===== config.mk =====
export PLATFORM = sky130hd
export DESIGN_NAME = logic_unit_pipe
export DESIGN_NICKNAME = d
export VERILOG_FILES = /design/src/rtl/logic_unit_pkg.sv /design/src/rtl/logic_unit_core.sv /design/src/rtl/logic_unit_pipe.sv
export SDC_FILE = /design/constraint.sdc
export NUM_CORES = 1
export LEC_CHECK = 0
export CAP_MARGIN = 20
export CORE_ASPECT_RATIO = 0.5
export CORE_MARGIN = 5
export CORE_UTILIZATION = 52
export DETAILED_ROUTE_END_ITERATION = 8
export GPL_TIMING_DRIVEN = 0
export PLACE_DENSITY_LB_ADDON = 0.3
export SYNTH_ARGS = -nofsm -noshare
export SYNTH_HDL_FRONTEND = slang
export SYNTH_HIERARCHICAL = 1
export SYNTH_SLANG_ARGS = --single-unit

===== constraint.sdc =====
create_clock -name clk -period 2.9 [get_ports clk]
set_clock_uncertainty 0.05 [all_clocks]
set_input_delay 0.435 -clock clk [delete_from_list [all_inputs] [get_ports clk]]
set_output_delay 0.435 -clock clk [all_outputs]
set_load 0.01 [all_outputs]

===== src/rtl/logic_unit_pkg.sv =====
// Shared opcode and flag definitions for the pipelined logic unit.
package logic_unit_pkg;

  localparam int OP_W = 3;

  localparam logic [OP_W-1:0] OP_AND  = 3'd0;
  localparam logic [OP_W-1:0] OP_OR   = 3'd1;
  localparam logic [OP_W-1:0] OP_NAND = 3'd2;
  localparam logic [OP_W-1:0] OP_NOR  = 3'd3;
  localparam logic [OP_W-1:0] OP_XOR  = 3'd4;
  localparam logic [OP_W-1:0] OP_XNOR = 3'd5;
  localparam logic [OP_W-1:0] OP_NOT  = 3'd6;
  localparam logic [OP_W-1:0] OP_XACC = 3'd7;

  localparam int FLAG_ZERO = 0;
  localparam int FLAG_ONES = 1;
  localparam int FLAG_PAR  = 2;
  localparam int FLAG_W    = 3;

endpackage


===== src/rtl/logic_unit_core.sv =====
// Combinational result and flag generation for one operand beat.
module logic_unit_core
  import logic_unit_pkg::*;
#(
  parameter int WIDTH = 4
) (
  input  logic [OP_W-1:0]   op,
  input  logic [WIDTH-1:0]  a,
  input  logic [WIDTH-1:0]  b,
  input  logic [WIDTH-1:0]  acc,
  output logic [WIDTH-1:0]  y,
  output logic [FLAG_W-1:0] flags
);

  always_comb begin
    y = '0;
    unique case (op)
      OP_AND:  y = a & b;
      OP_OR:   y = a | b;
      OP_NAND: y = ~(a & b);
      OP_NOR:  y = ~(a | b);
      OP_XOR:  y = a ^ b;
      OP_XNOR: y = ~(a ^ b);
      OP_NOT:  y = ~a;
      OP_XACC: y = acc ^ a ^ b;
    endcase
  end

  // Flags describe the result word, never the operands.
  always_comb begin
    flags            = '0;
    flags[FLAG_ZERO] = ~|y;
    flags[FLAG_ONES] = &y;
    flags[FLAG_PAR]  = ^y;
  end

endmodule


===== src/rtl/logic_unit_pipe.sv =====
// Handshaked logic unit: one output register, one-entry skid buffer, XOR accumulator.
module logic_unit_pipe #(
  parameter int WIDTH = 4,
  parameter int OP_W  = 3
) (
  input  logic             clk,
  input  logic             rst,
  input  logic             in_valid,
  output logic             in_ready,
  input  logic [OP_W-1:0]  in_op,
  input  logic [WIDTH-1:0] in_a,
  input  logic [WIDTH-1:0] in_b,
  input  logic             acc_clr,
  output logic             out_valid,
  input  logic             out_ready,
  output logic [WIDTH-1:0] out_y,
  output logic             out_zero,
  output logic             out_ones,
  output logic             out_par
);
  import logic_unit_pkg::*;

  logic              in_ready_r;
  logic              accept;
  logic              out_free;
  logic              skid_load;
  logic [WIDTH-1:0]  acc;
  logic [WIDTH-1:0]  acc_in;
  logic [WIDTH-1:0]  y_p0;
  logic [FLAG_W-1:0] flags_p0;
  logic              vld_p1;
  logic [WIDTH-1:0]  y_p1;
  logic [FLAG_W-1:0] flags_p1;
  logic              skid_vld;
  logic [WIDTH-1:0]  skid_y;
  logic [FLAG_W-1:0] skid_flags;

  assign accept    = in_valid & in_ready_r;
  assign out_free  = ~vld_p1 | out_ready;
  assign skid_load = accept & ~skid_vld & ~out_free;
  // A clear in the same cycle as an XACC beat makes that beat see an empty accumulator.
  assign acc_in    = acc_clr ? '0 : acc;

  // ---- stage p0: combinational evaluation of the incoming beat ----
  logic_unit_core #(
    .WIDTH (WIDTH)
  ) u_core (
    .op    (in_op),
    .a     (in_a),
    .b     (in_b),
    .acc   (acc_in),
    .y     (y_p0),
    .flags (flags_p0)
  );

  // ---- stage p1: output register, skid control, accumulator ----
  always_ff @(posedge clk) begin
    if (rst) begin
      vld_p1              <= 1'b0;
      y_p1                <= '0;
      flags_p1            <= '0;
      flags_p1[FLAG_ZERO] <= 1'b1;
      skid_vld            <= 1'b0;
      in_ready_r          <= 1'b0;
      acc                 <= '0;
    end else begin
      in_ready_r <= ~skid_vld | out_free;
      if (skid_vld) begin
        if (out_free) begin
          vld_p1   <= 1'b1;
          y_p1     <= skid_y;
          flags_p1 <= skid_flags;
          skid_vld <= 1'b0;
        end
      end else if (accept) begin
        if (out_free) begin
          vld_p1   <= 1'b1;
          y_p1     <= y_p0;
          flags_p1 <= flags_p0;
        end else begin
          skid_vld   <= 1'b1;
          in_ready_r <= 1'b0;
        end
      end else if (out_ready) begin
        vld_p1 <= 1'b0;
      end

      if (accept && (in_op == OP_XACC)) begin
        acc <= y_p0;
      end else if (acc_clr) begin
        acc <= '0;
      end
    end
  end

  always_ff @(posedge clk) begin
    if (skid_load) begin
      skid_y     <= y_p0;
      skid_flags <= flags_p0;
    end
  end

  assign in_ready  = in_ready_r;
  assign out_valid = vld_p1;
  assign out_y     = y_p1;
  assign out_zero  = flags_p1[FLAG_ZERO];
  assign out_ones  = flags_p1[FLAG_ONES];
  assign out_par   = flags_p1[FLAG_PAR];

endmodule


==> results.sh, run 1 <==
export IMPL_nets=212
export IMPL_fin_cells=220
export IMPL_ir_drop_mv=0.199
export IMPL_antenna_cells=0
export IMPL_hp_class="flip-flop to flip-flop"
export IMPL_place_congestion=0.763
export IMPL_cts_max_level=1
export IMPL_synth_top_area_share_pct=19.1
export IMPL_dp_hpwl_um=2560
export IMPL_num_fill_cells=216
export IMPL_core_area_um2=2650
export IMPL_tns_ps=0
export IMPL_endpoint="flags_p1[2]"
export IMPL_cp_required_ps=3020
export IMPL_crit_family="buffers and inverters"
export IMPL_yosys_cell_count_top_type="a21oi_1"
export IMPL_cts_hold_buffers_added=0
export IMPL_die_h_um=47.6
export IMPL_reg2regPathDepth=9
export IMPL_worstMarginPinSlew_ps=882
export IMPL_grt_max_degree=12
export IMPL_p_per_area_nw_per_um2=403
export IMPL_crit_fanout=10
export IMPL_grt_pass1_wl_um=5260
export IMPL_drc=0
export IMPL_fin_area_um2=1820
export IMPL_setup_viol=0
export IMPL_dp_cells=216
export IMPL_synth_nets=183
export IMPL_clk_path_buf_depth=2
export IMPL_netlist_top_cells_area="dfxtp_1 19%, edfxtp_1 14%, ha_1 10%, a21oi_1 5.4%, mux2i_1 4.8%"
export IMPL_initial_core_util_pct=55.5
export IMPL_grt_overflow_total=0
export IMPL_final_hold_viol_count=0
export IMPL_crit_path_end_kind="flip-flop"
export IMPL_ios=25
export IMPL_critPathLaunchType="primary input"
export IMPL_cts_tree="built"
export IMPL_drtIter0Drc=95
export IMPL_wl_per_cell_um=14.6
export IMPL_async_flop_share_pct=0
export IMPL_synth_edf_count=7
export IMPL_placed_area_um2=1760
export IMPL_maxSlewHeadroom_pct=40.7
export IMPL_cts_made_buffers=3
export IMPL_cp_depth=10
export IMPL_drtPass1Iterations=4
export IMPL_r2r_slack_ps=640
export IMPL_synth_seq_cells=21
export IMPL_run_status="complete, no violations"
export IMPL_rows=13
export IMPL_synth_cell_types=38
export IMPL_antenna_found_initial=0
export IMPL_fin_crit_sh_pct=97.7
export IMPL_ant_nets=0
export IMPL_cp_arrival_ps=2960
export IMPL_synthFlopType="dfxtp_1"
export IMPL_maxCapViolations=0
export IMPL_postLayoutCoreUtil_pct=68.5
export IMPL_post_route_min_period_ps=2830
export IMPL_syn_avg_cell_area_um2=9.48
export IMPL_fmax_ghz=0.353
export IMPL_numPortBuffers=24
export IMPL_slew_violations=0
export IMPL_r2r_start="acc[1]"
export IMPL_insertion_delay_ps=250
export IMPL_p_leak_uw=0.000676
export IMPL_critPathKind="primary input to flip-flop"
export IMPL_synth_top_area_cell="dfxtp_1"
export IMPL_r2r_end="flags_p1[2]"
export IMPL_timing_hold_ws_ps=475
export IMPL_path_buf_inv=3
export IMPL_die_area_um2=4060
export IMPL_grt_pass1_vias=1171
export IMPL_vias=1251
export IMPL_worstSetupStartpoint="in_op[2]"
export IMPL_ys_seq_area_share_pct=33.4
export IMPL_crit_slowest_cell="clkdlybuf4s50_1"
export IMPL_area_growth_syn_to_layout_pct=23.5
export IMPL_drive_gt1_share_pct=11.5
export IMPL_die_w_um=85.2
export IMPL_clkTransAtPathRegs_ps=70
export IMPL_cts_sinks=21
export IMPL_cts_root_buf="clkbuf_8"
export IMPL_cp_cell_sequence="clkdlybuf4s50_1 > buf_4 > inv_2 > nor4_2 > nor3_1 > o221a_1 > ha_1 > xor2_2 > mux2i_1 > a211oi_1"
export IMPL_ys_warn_count=6
export IMPL_synth_commonest_cells="16 x a21oi_1, 14 x dfxtp_1, 12 x ha_1"
export IMPL_cp_slowest_stage_delay_ps=600
export IMPL_mappedNetlistArea_um2=1470
export IMPL_via_per_inst=5.69
export IMPL_synthCells=155
export IMPL_routed_wl_um=3220
export IMPL_grt_usage_pct=16.5
[state kept, by name, summed over array words and instances, names as in the netlist]
signal	cells
acc	4
out_y	4
skid_y	4
flags_p1	3
skid_flags	3
in_ready	1
out_valid	1
skid_vld	1
[per-stage QoR]
stage	setup slack (ps)	power, uW
2_1_floorplan	630	463
3_3_place_gp	-98.4	534
3_5_place_dp	-192	542
4_1_cts	65.3	727
5_1_grt	-5.37	768
6_report	66.0	731
[cells in the final DEF (no fill, tap or decap), types with 2 or more instances in the layout]
cell,netlist,layout
buf_6,2,2
inv_2,2,2
nor4_2,2,2
dfxtp_1,14,14
o32a_1,2,2
o22a_1,3,3
and2_1,2,2
nor3_1,5,5
a21oi_1,16,16
o21ai_0,6,6
clkdlybuf4s50_1,0,24
xnor2_1,5,5
clkbuf_8,0,3
nor2_1,4,4
buf_4,2,2
nand2_1,6,6
mux2i_1,7,7
clkbuf_1,1,2
o22ai_1,3,3
nand3_1,7,7
a211oi_1,7,7
edfxtp_1,7,7
inv_1,8,8
a22o_1,2,2
o32ai_1,2,2
ha_1,12,12
nand2b_1,5,5
nor2b_1,7,7
xor2_1,5,4
[power breakdown]
group	switching, uW	internal [uW]	leakage (uW)	total [uW]
clock network	88.1	97.6	0.0000228	186
logic	113	107	0.000478	220
registers	6.00	319	0.000176	325
total	207	524	0.000676	731
[cells by family (layout without fill, tap and decap cells)]
kind of cell    Yosys count  in the layout  synth area share, %
compound gates           46             46                 21.7
simple gates             41             41                 16.2
flops                    21             21                 33.4
buf+inv                  17             45                 6.30
fa+ha+maj                12             12                 10.2
xor+xnor                 11             11                 7.49
mux                       7              7                 4.77
[tightest hold or removal path: cells and delay by family, from the launching register on]
family / cells / cell delay (ps)
flip-flops: 1 / 310
AO/OA/AOI/OAI: 2 / 160
[metal layers]
layer	vias to the layer above	GRT usage (%)	share of wire (%)
li1	631	-	-
met1	570	21.2	44
met2	48	29.8	47
met3	2	2.75	7.9
met4	0	4.73	0.40
met5	-	0	0
[final cells by class]
cell class                      instances  area [um2]  area share (%)
Multi-Input combinational cell        117         901            49.6
Buffer                                  6        46.3            2.55
Tap cell                               37        46.3            2.55
Sequential cell                        21         490            27.0
Clock buffer                            4        45.0            2.48
Inverter                               11        46.3            2.55
Timing Repair Buffer                   24         240            13.2
[worst min path at each step]
stage / cells past startpoint / slack, ps / from / end
after floorplan: 2 / 450 / skid_flags[0] / flags_p1[0]
after detailed placement: 2 / 470 / flags_p1[0] / flags_p1[0]
after CTS: 2 / 470 / flags_p1[0] / flags_p1[0]
final: 2 / 470 / out_y[3] / out_y[3]
after global placement: 2 / 440 / flags_p1[0] / flags_p1[0]
after global routing: 2 / 510 / flags_p1[2] / flags_p1[2]
[what timing repair did]
item	CTS	global route
buffers inserted	0	0
resized for setup	0	2
setup endpoints to repair	0	2
No activity file was read; power rests on OpenSTA's default activity.
==> run 2, diff against run 1 <==
--- a/config.mk
+++ b/config.mk
@@ -10,7 +10,6 @@
 export CORE_MARGIN = 5
 export CORE_UTILIZATION = 52
 export DETAILED_ROUTE_END_ITERATION = 8
-export GPL_TIMING_DRIVEN = 0
 export PLACE_DENSITY_LB_ADDON = 0.3
 export SYNTH_ARGS = -nofsm -noshare
 export SYNTH_HDL_FRONTEND = slang
==> run 2 against run 1 <==
Against the previous run:
- first-iteration DRC count is 38% lower
- flip-flop and latch count stayed put
- largest power group unchanged
- fmax is 1.8% higher
==> results.sh, run 2 (synthesis gave the netlist of run 1 again) <==
export IMPL_crit_fanout=2
export IMPL_p_leak_uw=0.000705
export IMPL_dp_hpwl_um=2500
export IMPL_run_status="complete, no violations"
export IMPL_grt_pass1_vias=1090
export IMPL_clkTransAtPathRegs_ps=70
export IMPL_fin_area_um2=1840
export IMPL_power_uw=735
export IMPL_grt_max_degree=16
export IMPL_wl_per_cell_um=14.1
export IMPL_antenna_found_initial=0
export IMPL_nets=216
export IMPL_setup_ws_ps=116
export IMPL_timing_hold_ws_ps=468
export IMPL_cts_tree="built"
export IMPL_drive_gt1_share_pct=13.4
export IMPL_setup_viol=0
export IMPL_drtIter0Drc=59
export IMPL_p_per_area_nw_per_um2=399
export IMPL_ctsResizeCount=0
export IMPL_worst_hold_startpoint="flags_p1[0]"
export IMPL_cp_common_cell="ha_1"
export IMPL_vias=1251
export IMPL_hp_class="flip-flop to flip-flop"
export IMPL_cp_cell_sequence="clkdlybuf4s50_1 > inv_1 > ha_1 > nand2b_1 > a211oi_2 > nor3_1 > o221a_1 > ha_1 > xor2_1 > mux2i_1 > a211oi_1"
export IMPL_cts_sinks=21
export IMPL_place_congestion=0.896
export IMPL_worstMarginPinSlew_ps=559
export IMPL_dpl_worst_slack_ps=-120
export IMPL_die_w_um=85.2
export IMPL_critPathKind="primary input to flip-flop"
export IMPL_r2r_start="acc[2]"
export IMPL_postCtsSetupRepairBufs=0
export IMPL_initial_core_util_pct=55.5
export IMPL_area_growth_syn_to_layout_pct=25.4
export IMPL_fmax_ghz=0.359
export IMPL_final_hold_viol_count=0
export IMPL_maxSlewHeadroom_pct=62.6
export IMPL_numPortBuffers=24
export IMPL_placed_area_um2=1800
export IMPL_grt_usage_pct=15.3
export IMPL_clk_path_buf_depth=2
export IMPL_cts_max_level=1
export IMPL_rows=13
export IMPL_cp_required_ps=3010
export IMPL_die_area_um2=4060
export IMPL_grt_pass1_wl_um=4930
export IMPL_slew_violations=0
export IMPL_post_route_min_period_ps=2780
export IMPL_cts_made_buffers=3
export IMPL_final_common_cell="clkdlybuf4s50_1"
export IMPL_cts_hold_buffers_added=0
export IMPL_routed_wl_um=3160
export IMPL_die_h_um=47.6
export IMPL_grt_overflow_total=0
export IMPL_cts_root_buf="clkbuf_8"
export IMPL_antenna_cells=0
export IMPL_critPathLaunchType="primary input"
export IMPL_insertion_delay_ps=260
export IMPL_drtPass1Iterations=4
export IMPL_tns_ps=0
export IMPL_drc=0
export IMPL_crit_slowest_cell="clkdlybuf4s50_1"
export IMPL_ir_drop_mv=0.243
export IMPL_min_to="flags_p1[0]"
export IMPL_cp_slowest_stage_delay_ps=480
export IMPL_r2r_slack_ps=500
export IMPL_layout_common_cells="24 x clkdlybuf4s50_1, 16 x a21oi_1, 14 x dfxtp_1, 12 x ha_1, 9 x buf_4"
export IMPL_fin_crit_sh_pct=96.0
export IMPL_core_area_um2=2650
export IMPL_hold_depth=2
export IMPL_rsz0062_at_grt="no"
export IMPL_cp_arrival_ps=2890
export IMPL_reg2regPathDepth=9
export IMPL_ios=25
export IMPL_crit_path_end_kind="flip-flop"
export IMPL_r2r_end="flags_p1[2]"
export IMPL_maxCapViolations=0
export IMPL_via_per_inst=5.58
export IMPL_ant_nets=0
-- run 2: layout make-up --
cell class,instances,area (um2)
tap,37,46.3
clock inverter,1,5.00
timing repair buffer,34,328
sequential,21,490
fill,213,807
inverter,11,46.3
clock buffer,3,41.3
multi-input combinational,117,887
-- run 2: worst max-delay path, delay by kind of cell --
kind / cells / cell delay [ps]
AOI/OAI and AO/OA: 3 / 820
xor gates and xnor gates: 1 / 210
adders and majority gates: 2 / 600
buffers and inverters: 2 / 530
muxes: 1 / 110
and+or+nand+nor: 2 / 190
-- run 2: power breakdown --
| part | internal (uW) | switching [uW] | total, uW |
|---|---|---|---|
| Clock | 95.7 | 93.3 | 189 |
| Combinational | 111 | 109 | 220 |
| Sequential | 319 | 6.89 | 326 |
-- run 2: layer usage --
metal	track usage [%]	vias up	wire length [um]
met4	2.52	0	0
met3	2.41	0	269
met2	28.2	54	1450
met1	20.0	563	1440
li1	-	634	-
met5	0	-	0
-- run 2: through the flow --
stage / util [%] / cells
4_1_cts: 69.6 / 224
3_5_place_dp: 67.8 / 220
5_1_grt: 69.6 / 224
6_report: 69.6 / 224
3_3_place_gp: 67.8 / 220
2_1_floorplan: - / 155
-- run 2: how the worst max path moves through the flow --
| stage | from | to | slack, ps | cells past startpoint |
|---|---|---|---|---|
| final | in_a[2] | flags_p1[2] | 120 | 11 |
| after detailed placement | in_b[2] | flags_p1[2] | -120 | 11 |
| after global placement | acc_clr | flags_p1[2] | 20 | 10 |
| after floorplan | in_a[2] | flags_p1[2] | 630 | 10 |
| after CTS | in_a[2] | flags_p1[2] | 140 | 11 |
| after global routing | in_a[2] | flags_p1[2] | 5 | 11 |
==> run 3, diff against run 2 <==
--- a/config.mk
+++ b/config.mk
@@ -11,6 +11,7 @@
 export CORE_UTILIZATION = 52
 export DETAILED_ROUTE_END_ITERATION = 8
 export PLACE_DENSITY_LB_ADDON = 0.3
+export REMOVE_ABC_BUFFERS = 1
 export SYNTH_ARGS = -nofsm -noshare
 export SYNTH_HDL_FRONTEND = slang
 export SYNTH_HIERARCHICAL = 1
==> constraint.sdc (replaced) <==
create_clock -name clk -period 2.9 [get_ports clk]
set_clock_uncertainty 0.05 [all_clocks]
set_input_delay 0.435 -clock clk [delete_from_list [all_inputs] [get_ports clk]]
set_output_delay 0.435 -clock clk [all_outputs]
set_load 0.05 [all_outputs]
==> run 3 against run 2 <==
Against the previous run:
- global-route usage increased by 1.8 points
- sequential share of layout area increased by 0.072 points
- die area unchanged
- utilization down 0.19 points
- non-clock buffer count is 1 higher
- highest routed layer is now met4
==> results.sh, run 3 (synthesis gave the netlist of run 1 again) <==
export IMPL_wl_per_cell_um=14.3
export IMPL_rows=13
export IMPL_drc=0
export IMPL_place_congestion=0.842
export IMPL_p_leak_uw=0.000705
export IMPL_critPathKind="primary input to flip-flop"
export IMPL_nets=217
export IMPL_cts_made_buffers=3
export IMPL_antenna_found_initial=0
export IMPL_swShare_pct=31.3
export IMPL_p_sw_uw=240
export IMPL_setup_viol=0
export IMPL_cp_required_ps=3020
export IMPL_drive_gt1_share_pct=13.8
export IMPL_grt_max_degree=16
export IMPL_setup_ws_ps=202
export IMPL_area_growth_syn_to_layout_pct=25.1
export IMPL_antenna_cells=0
export IMPL_cp_arrival_ps=2820
export IMPL_vias=1290
export IMPL_die_area_um2=4060
export IMPL_cts_tree="built"
export IMPL_critPathLaunchType="primary input"
export IMPL_cts_hold_buffers_added=0
export IMPL_postCtsSetupRepairBufs=0
export IMPL_run_status="complete, no violations"
export IMPL_post_route_min_period_ps=2700
export IMPL_insertion_delay_ps=260
export IMPL_grt_pass1_vias=1179
export IMPL_layout_common_cells="24 x clkdlybuf4s50_1, 16 x a21oi_1, 14 x dfxtp_1, 12 x ha_1, 11 x buf_4"
export IMPL_dp_hpwl_um=2500
export IMPL_routed_wl_um=3220
export IMPL_crit_slowest_cell="clkdlybuf4s50_1"
export IMPL_cp_slowest_stage_delay_ps=470
export IMPL_cts_sinks=21
export IMPL_num_fill_cells=204
export IMPL_grt_pass1_wl_um=5410
export IMPL_die_h_um=47.6
export IMPL_clk_path_buf_depth=2
export IMPL_grt_overflow_total=0
export IMPL_crit_path_end_kind="flip-flop"
export IMPL_hp_class="flip-flop to flip-flop"
export IMPL_worst_hold_startpoint="flags_p1[0]"
export IMPL_cts_root_buf="clkbuf_8"
export IMPL_via_per_inst=5.73
export IMPL_dpl_worst_slack_ps=-33.1
export IMPL_ant_nets=0
export IMPL_r2r_slack_ps=650
export IMPL_pwr_share_clk_pct=25.0
export IMPL_path_buf_inv=2
export IMPL_final_hold_viol_count=0
export IMPL_crit_fanout=2
export IMPL_worstMarginPinSlew_ps=554
export IMPL_fmax_ghz=0.371
export IMPL_p_per_area_nw_per_um2=416
export IMPL_slew_violations=0
export IMPL_r2r_start="acc[3]"
export IMPL_ctsResizeCount=0
export IMPL_cp_cell_sequence="clkdlybuf4s50_1 > inv_1 > ha_1 > nand2b_1 > a211oi_2 > nor3_1 > o221a_1 > ha_1 > xor2_1 > mux2i_1 > a211oi_1"
export IMPL_numPortBuffers=24
export IMPL_clkTransAtPathRegs_ps=70
export IMPL_maxSlewHeadroom_pct=63.0
export IMPL_ir_drop_mv=0.278
export IMPL_rsz0062_at_grt="no"
export IMPL_cp_common_cell="ha_1"
export IMPL_crit_family="compound AO/OA/AOI/OAI gates"
export IMPL_multiInputGateArea_um2=887
export IMPL_sequentialPowerShare_pct=42.6
export IMPL_drtPass1Iterations=4
export IMPL_maxCapViolations=0
export IMPL_initial_core_util_pct=55.5
export IMPL_internal_power_uw=525
export IMPL_power_frac_comb_pct=32.4
export IMPL_final_common_cell="clkdlybuf4s50_1"
export IMPL_grt_usage_pct=17.1
export IMPL_core_area_um2=2650
export IMPL_drtIter0Drc=80
export IMPL_fin_crit_sh_pct=93.0
export IMPL_ff_latch_area_um2=490
export IMPL_ios=25
export IMPL_worstSetupStartpoint="in_a[2]"
export IMPL_postLayoutCoreUtil_pct=69.4
export IMPL_die_w_um=85.2
export IMPL_cts_max_level=1
## run 3: cell type report
type | instances | area share (%)
Clock buffer | 3 | 2.24
Sequential cell | 21 | 26.7
Inverter | 11 | 2.52
Clock inverter | 1 | 0.272
Tap cell | 37 | 2.52
Timing Repair Buffer | 35 | 17.6
Multi-Input combinational cell | 117 | 48.2
## run 3: metrics by stage
stage	power (uW)	TNS, ps	hold WS (ps)	std cells	cell area [um2]
global route	804	0	507	225	1840
floorplan	481	0	452	149	1420
detailed placement	579	-55.1	456	221	1790
global placement	571	0	442	221	1790
CTS	768	0	473	225	1840
finish	765	0	463	225	1840
## run 3: worst register-to-register path: stages, from the launching register on
cell and delay, ps:
dfxtp_1 310, nor2b_1 240, xnor2_1 170, xnor2_1 140
nor2_1 70, o32ai_1 370, ha_1 310, xor2_1 180
mux2i_1 90, a211oi_1 230
## run 3: path summary, 6_finish.rpt
kind                       to  cells after the start
setup / recovery  flags_p1[2]                     11
hold / removal    flags_p1[0]                      2
setup reg to reg  flags_p1[2]                      9
hold reg to reg   flags_p1[0]                      2
## run 3: routing by layer
metal / vias to the layer above / global-route usage [%] / wire length, um
met4: 0 / 4.73 / 32
met3: 4 / 2.75 / 216
met2: 39 / 31.9 / 1480
met1: 606 / 21.5 / 1490
met5: - / 0 / 0
li1: 641 / - / -
## run 3: power by group through the flow
| stage | sequential [uW] | clock [uW] | combinational [uW] |
|---|---|---|---|
| finish | 326 | 191 | 248 |
| global route | 327 | 206 | 271 |
| CTS | 326 | 194 | 248 |
| detailed placement | 333 | 0 | 247 |
| global placement | 332 | 0 | 239 |
| floorplan | 366 | 0 | 115 |
